$ cat src/rtl/spart_tx.sv
// SPART transmitter: one-entry holding register feeding an 8N1 shift register,
// bit timing taken from the oversampled rate_en tick of the baud-rate generator.
module spart_tx #(
    parameter int OVERSAMPLE = 16,
    parameter int DATA_BITS  = 8
) (
    input  logic       clk,
    input  logic       rst,
    input  logic       iocs,
    input  logic       iorw,
    input  logic [1:0] ioaddr,
    input  logic [7:0] bus2tx,
    input  logic       rate_en,
    output logic       txd,
    output logic       tbr
);
    localparam int TW = (OVERSAMPLE > 1) ? $clog2(OVERSAMPLE) : 1;
    localparam int BW = (DATA_BITS > 1) ? $clog2(DATA_BITS) : 1;

    typedef enum logic [1:0] {IDLE, START, DATA, STOP} state_t;

    state_t                 state, state_n;
    logic [DATA_BITS-1:0]   hold, shift, shift_n;
    logic                   hold_full, hold_full_n;
    logic [BW-1:0]          bit_idx, bit_n;
    logic [TW-1:0]          tick, tick_n;
    logic                   txd_n;
    logic                   wr, load, bit_done;

    // A write only lands when the holding register is empty; otherwise it is dropped.
    assign wr       = iocs && !iorw && (ioaddr == 2'b00) && !hold_full;
    assign bit_done = rate_en && (tick == TW'(OVERSAMPLE - 1));
    assign tbr      = !hold_full;

    always_comb begin
        state_n     = state;
        shift_n     = shift;
        bit_n       = bit_idx;
        tick_n      = rate_en ? tick + 1'b1 : tick;
        hold_full_n = hold_full;
        load        = 1'b0;
        txd_n       = 1'b1;
        case (state)
            IDLE: begin
                tick_n = '0;
                load   = hold_full;
            end
            START: begin
                if (bit_done) begin
                    state_n = DATA;
                    bit_n   = '0;
                    tick_n  = '0;
                end
            end
            DATA: begin
                if (bit_done) begin
                    tick_n = '0;
                    if (bit_idx == BW'(DATA_BITS - 1)) begin
                        state_n = STOP;
                    end else begin
                        shift_n = shift >> 1;
                        bit_n   = bit_idx + 1'b1;
                    end
                end
            end
            STOP: begin
                if (bit_done) begin
                    tick_n = '0;
                    // Chain straight into the next start bit when a byte is waiting.
                    if (hold_full) load = 1'b1;
                    else           state_n = IDLE;
                end
            end
            default: state_n = IDLE;
        endcase
        if (load) begin
            shift_n     = hold;
            state_n     = START;
            tick_n      = '0;
            hold_full_n = 1'b0;
        end else if (wr) begin
            hold_full_n = 1'b1;
        end
        case (state_n)
            START:   txd_n = 1'b0;
            DATA:    txd_n = shift_n[0];
            default: txd_n = 1'b1;
        endcase
    end

    always_ff @(posedge clk or negedge rst) begin
        if (!rst) begin
            state     <= IDLE;
            shift     <= '0;
            bit_idx   <= '0;
            tick      <= '0;
            hold_full <= 1'b0;
            txd       <= 1'b1;
        end else begin
            state     <= state_n;
            shift     <= shift_n;
            bit_idx   <= bit_n;
            tick      <= tick_n;
            hold_full <= hold_full_n;
            txd       <= txd_n;
        end
    end

    always_ff @(posedge clk or negedge rst) begin
        if (!rst)    hold <= '0;
        else if (wr) hold <= bus2tx[DATA_BITS-1:0];
    end
endmodule

$ cat config.mk
export PLATFORM = sky130hd
export DESIGN_NAME = spart_tx
export DESIGN_NICKNAME = d
export VERILOG_FILES = /design/src/rtl/spart_tx.sv
export SDC_FILE = /design/constraint.sdc
export NUM_CORES = 1
export LEC_CHECK = 0
export ABC_CLOCK_PERIOD_IN_PS = 2500
export BUFFER_PORTS_ARGS = -buffer_cell sky130_fd_sc_hd__buf_2
export CAP_MARGIN = 25
export CORE_MARGIN = 1
export CORE_UTILIZATION = 58
export CTS_BUF_LIST = sky130_fd_sc_hd__clkbuf_2 sky130_fd_sc_hd__clkbuf_4 sky130_fd_sc_hd__clkbuf_8
export DETAILED_ROUTE_END_ITERATION = 12
export PLACE_DENSITY = 0.79
export SLEW_MARGIN = 15
export SYNTH_ARGS = -nofsm -noshare
export SYNTH_HDL_FRONTEND = slang
export SYNTH_SLANG_ARGS = --single-unit
$ cat constraint.sdc
create_clock -name clk -period 2.5 [get_ports clk]
set_input_delay 0.25 -clock clk [delete_from_list [all_inputs] [get_ports clk]]
set_output_delay 0.25 -clock clk [all_outputs]
set_load 0.005 [all_outputs]
## Word-level counts from Yosys, hierarchy flattened

Cells that the tools add are included.

| storage, ports and cells | value |
|---|---|
| register bits | 27 |
| output and inout port bits | 2 |

| operators by class | value |
|---|---|
| $add $sub $neg | 2 |
| equality and inequality tests | 12 |
| multiplexer cells | 25 |
| reduce and logical (&&, ||, !) cells | 15 |

Operators by type and width:

| cell | number |
|---|---|
| $mux 8 | 4 |
| $mux 2 | 6 |
| $mux 4 | 3 |
| $mux 3 | 3 |
| $ne 2x2->1 const B | 4 |
| $pmux 4 s2 | 1 |
| $reduce_bool 2->1 | 4 |
| $eq 2x2->1 const B | 3 |
| $pmux 2 s3 | 1 |
| $pmux 3 s2 | 1 |
| $add 4x1->4 const B | 1 |
| $eq 2x1->1 const B | 2 |
| $eq 4x4->1 const B | 1 |
| $logic_and 1x1->1 | 4 |
| $logic_not 2->1 | 2 |
| $mux 1 | 4 |
| $ne 4x1->1 const B | 1 |
| $pmux 1 s2 | 2 |
| $reduce_and 4->1 | 1 |
| $add 3x1->3 const B | 1 |
| $eq 3x3->1 const B | 1 |
| $reduce_and 3->1 | 1 |
| $reduce_or 3->1 | 1 |
| $logic_not 1->1 | 2 |

## Depth between registers and ports, before layout

| logic depth | value |
|---|---|
| word-level depth | 7 |
| depth in mapped cells | 7 |
| depth with buffers taken out | 6 |

## Worst setup path after synthesis

Ideal clock, no wire load.

| timing | value |
|---|---|
| kind | register -> register |
| start point | reg bit_idx[0] |
| end point | reg txd |
| setup time | 0.090 ns |
| arrival | 1.707 ns |
| required time | 2.410 ns |
| setup slack | 0.703 ns |
| cell stages (with the launch flop) | 8 |
| clock period less this slack | 1.797 ns |
| cell sequence | dfrtp_1 ha_1 ha_1 clkbuf_1 nand3b_2 buf_6 a2111oi_4 mux2i_1 |

| on the way | value |
|---|---|
| word-level cells in the longest chain between the ends | 7 |

RTL lines:

| element | RTL line | RTL |
|---|---|---|
| start: declaration | 25 | `logic [BW-1:0] bit_idx, bit_n;` |
| start signal: assignment | 102 | `bit_idx <= bit_n;` |
| $eq 3x3->1 (*) | 58 | `if (bit_idx == BW'(DATA_BITS - 1)) begin` |
| $mux 2 | 58 |  |
| $mux 2 | 56 | `if (bit_done) begin` |
| $pmux 2 s3 | 43 | `case (state)` |
| $mux 2 | 76 | `if (load) begin` |
| $eq 2x2->1 / $eq 2x1->1 (equally long branches) | 84 | `case (state_n)` |
| $pmux 1 s2 (*) | 84 |  |
| named net txd_n | 27 | `logic txd_n;` |
| end signal: assignment | 105 | `txd <= txd_n;` |
| end: declaration | 14 | `output logic txd,` |

The timed path passes the listed nets; every way through them passes the cells marked *. The select of a mux whose other input is x is not followed.
A chain may end at the register's enable or synchronous reset.

## Worst setup path in the final report

| timing | value |
|---|---|
| start point | reg state[1] |
| end point | reg txd |

| on the way | value |
|---|---|
| word-level cells in the longest chain between the ends | 6 |

RTL lines:

| element | RTL line | RTL |
|---|---|---|
| start: declaration | 22 | `state_t state, state_n;` |
| start signal: assignment | 100 | `state <= state_n;` |
| $mux 2 (on tied branches) | 70, 58 |  |
| $mux 2 (on tied branches) | 67, 56 |  |
| $pmux 2 s3 | 43 |  |
| $mux 2 (*) | 76 |  |
| named net state_n[1] | 22 |  |
| $eq 2x2->1 / $eq 2x1->1 (equally long branches) | 84 |  |
| $pmux 1 s2 (*) | 84 |  |
| named net txd_n | 27 |  |

Marked as above.

==> run metrics <==
outcome=complete, no violations; grt total ovfl=0; Critical Path AT=around 2.2 ns; htree depth=1; Starting Density=0.636; Setup-failing EPs final=0; I/O Buffers=16; worst path cell trace=inv_1 > ha_1 > o31a_1 > o31ai_1 > a2111oi_4 > mux2i_1; Detail Route Antenna Nets=0; DR vias/cell=about 5.8; Max-Cap Viols=0; CTS tree=done; Slew HR=0.601; Cell variety after synth=36; antenna violations before repair=0; reg-to-reg setup timing slack=between 0.5 and 0.6 ns; synthesis-to-finish area growth=7.97%; std cell rows=17; delay of the slowest critical-path stage=roughly 0.47 ns; worst skew pair latency=~0.32 ns; measured slew at the worst slew-check pin=0.598 ns; postcts setup bufs=0; Avg WL per Cell=14.7 microns; Synth Net Count=154; Nets=~170; main flop type after synthesis=dfrtp_1; power consumption=between 1 and 1.5 mW; final worst path period share=0.791; crit end category=register; DP HPWL=between 1500 and 2000 microns; Hold Violations, Final=0; vias in the first global route=between 900 and 1000; Crit Path Class=register to register; worst-path fanout max=10; Hold Crit Class=input port to register; Async SR Flop Fraction=1.00; Die ar.=0.00272 sq mm; sequential area share after synthesis=0.464; area of the core=between 0.002 and 0.0025 sq mm; CP startpoint kind=register; CTS buffer count=3; setup repair after global routing missed its margin=no; Slowest-stage cell, CP=dfrtp_1; Crit path buffers/inverters=1; clk root buf=clkbuf_4; IO Pins=17; Leak=roughly 0.73 nW; Syn Area/Cell=approximately 11 sq um; Synth warnings=0; layout cells sized above 1=0.248; Synth Register Bits=27; first-pass GRT wire length=roughly 4300 microns; Max Slew Vio Count=0; pin count of the biggest net entering global routing=28; Post-Route Setup TNS=0 ns; Multi-input gate area=between 700 and 800 sq um; Clk pin slew, worst setup/hold paths=about 0.15 ns; GRT Resource Usage Total=0.218; Total Wirelength=2540 microns; routability congestion estimate=about 0.86; Critical Path RT=around 2.8 ns; Reg area=~680 sq um; cells after synthesis=131; Post-synth EDFFs=0; # DRC=0; worst vdd ir=about 0.58 mV; Initial DRC Count=9; clock sink total=27; Syn Std Cell Area=between 0.001 and 0.0015 sq mm; Die Y=~52 microns; CTS max path bufs=2; Setup Skew=between 0.01 and 0.015 ns; DRT Pass-1 Iters=4; total vias in the final route=between 1000 and 1500; Die W=52.2 microns; min cycle time layout=1.98 ns; FMAX=506 MHz; # fillers=177; Top delay family on crit path=compound AO/OA/AOI/OAI gates; Cell Pwr Density=roughly 860 mW/mm^2; ANT cells=0
[registers in the layout, summed over array words and instances, names as in the netlist]
signal / cells
state: 2
txd: 1
hold: 8
bit_idx: 3
shift: 8
hold_full: 1
tick: 4
[area by class of cell]
class	instances	area share
Multi-Input combinational cell	91	0.453
Sequential cell	27	0.429
Timing Repair Buffer	19	0.0667
Tap cell	28	0.0222
Clock buffer	3	0.0143
Inverter	4	0.00952
Clock inverter	1	0.00476
[where the power goes]
| part | total (mW) | leakage (nW) | switching (mW) | internal [mW] |
|---|---|---|---|---|
| sequential | 0.702 | 0.345 | 0.108 | 0.594 |
| clock | 0.190 | 0.0139 | 0.129 | 0.0611 |
| combinational | 0.465 | 0.367 | 0.234 | 0.231 |
[cells in the final DEF (no fill, tap or decap), types with 2 or more instances in the layout]
cell / instances
buf_2: 16
a2111oi_4: 2
a21oi_1: 5
inv_1: 4
buf_4: 2
mux2_2: 8
nor3_1: 6
a22o_1: 3
mux2i_1: 9
nand3b_1: 3
o21ai_0: 11
ha_1: 8
nor2_1: 3
nand2_1: 15
dfrtp_1: 26
o31ai_1: 2
clkbuf_4: 3
[metal layers]
metal | vias to the layer above | routed length, microns | GRT usage
li1 | 501 | - | -
met1 | 485 | 1310 | 0.301
met2 | 16 | 1150 | 0.353
met3 | 4 | 62 | 0.0261
met4 | 0 | 23 | 0.0789
met5 | - | 0 | 0
[metrics by stage]
stage	area (sq um)	util	setup WS, ns	std cells	hold slack [ns]
after floorplan	1460	-	0.703	131	-0.0456
after global placement	1540	0.669	0.624	168	0.291
after detailed placement	1540	0.669	0.551	168	0.292
after CTS	1580	0.686	0.536	173	0.135
after global routing	1580	0.686	0.428	173	0.116
final	1580	0.686	0.522	173	0.139
[Yosys cell counts (2+ instances only)]
library cell / count / area, sq um
a2111oi_4: 2 / 55.1
a21oi_1: 5 / 25.0
a22o_1: 3 / 26.3
buf_2: 3 / 15.0
buf_4: 2 / 15.0
clkbuf_1: 2 / 7.51
dfrtp_1: 26 / 651
ha_1: 8 / 100
inv_1: 4 / 15.0
mux2_2: 8 / 90.1
mux2i_1: 9 / 90.1
nand2_1: 15 / 56.3
nand3b_1: 3 / 22.5
nor2_1: 3 / 11.3
nor3_1: 6 / 30.0
o21ai_0: 11 / 55.1
o31ai_1: 2 / 15.0
[cell families after synthesis]
family | synth area share
xor gates and xnor gates | 0.00600
and+or+nand+nor | 0.127
muxes | 0.123
adders and majority gates | 0.0686
DFF | 0.464
buffers and inverters | 0.0471
AOI/OAI and AO/OA | 0.165
[timing repair]
item	in CTS	in global routing
hold buffers	1	0
endpoints found under the hold margin	26	0
resized for setup	0	0
[worst paths after layout]
| path | depth (start not counted) | from | to |
|---|---|---|---|
| setup / recovery | 6 | state[1]$_DFF_PN0_ | txd$_DFF_PN1_ |
| hold / removal | 2 | bus2tx[3] | hold[3]$_DFFE_PN0P_ |
| setup reg to reg | 6 | state[1]$_DFF_PN0_ | txd$_DFF_PN1_ |
| hold reg to reg | 2 | hold[2]$_DFFE_PN0P_ | shift[2]$_DFFE_PN0P_ |
| max in group asynchronous | 2 | rst | tick[0]$_DFFE_PN0P_ |
| min in group asynchronous | 2 | rst | shift[4]$_DFFE_PN0P_ |
No activity file was read; power rests on OpenSTA's default activity.
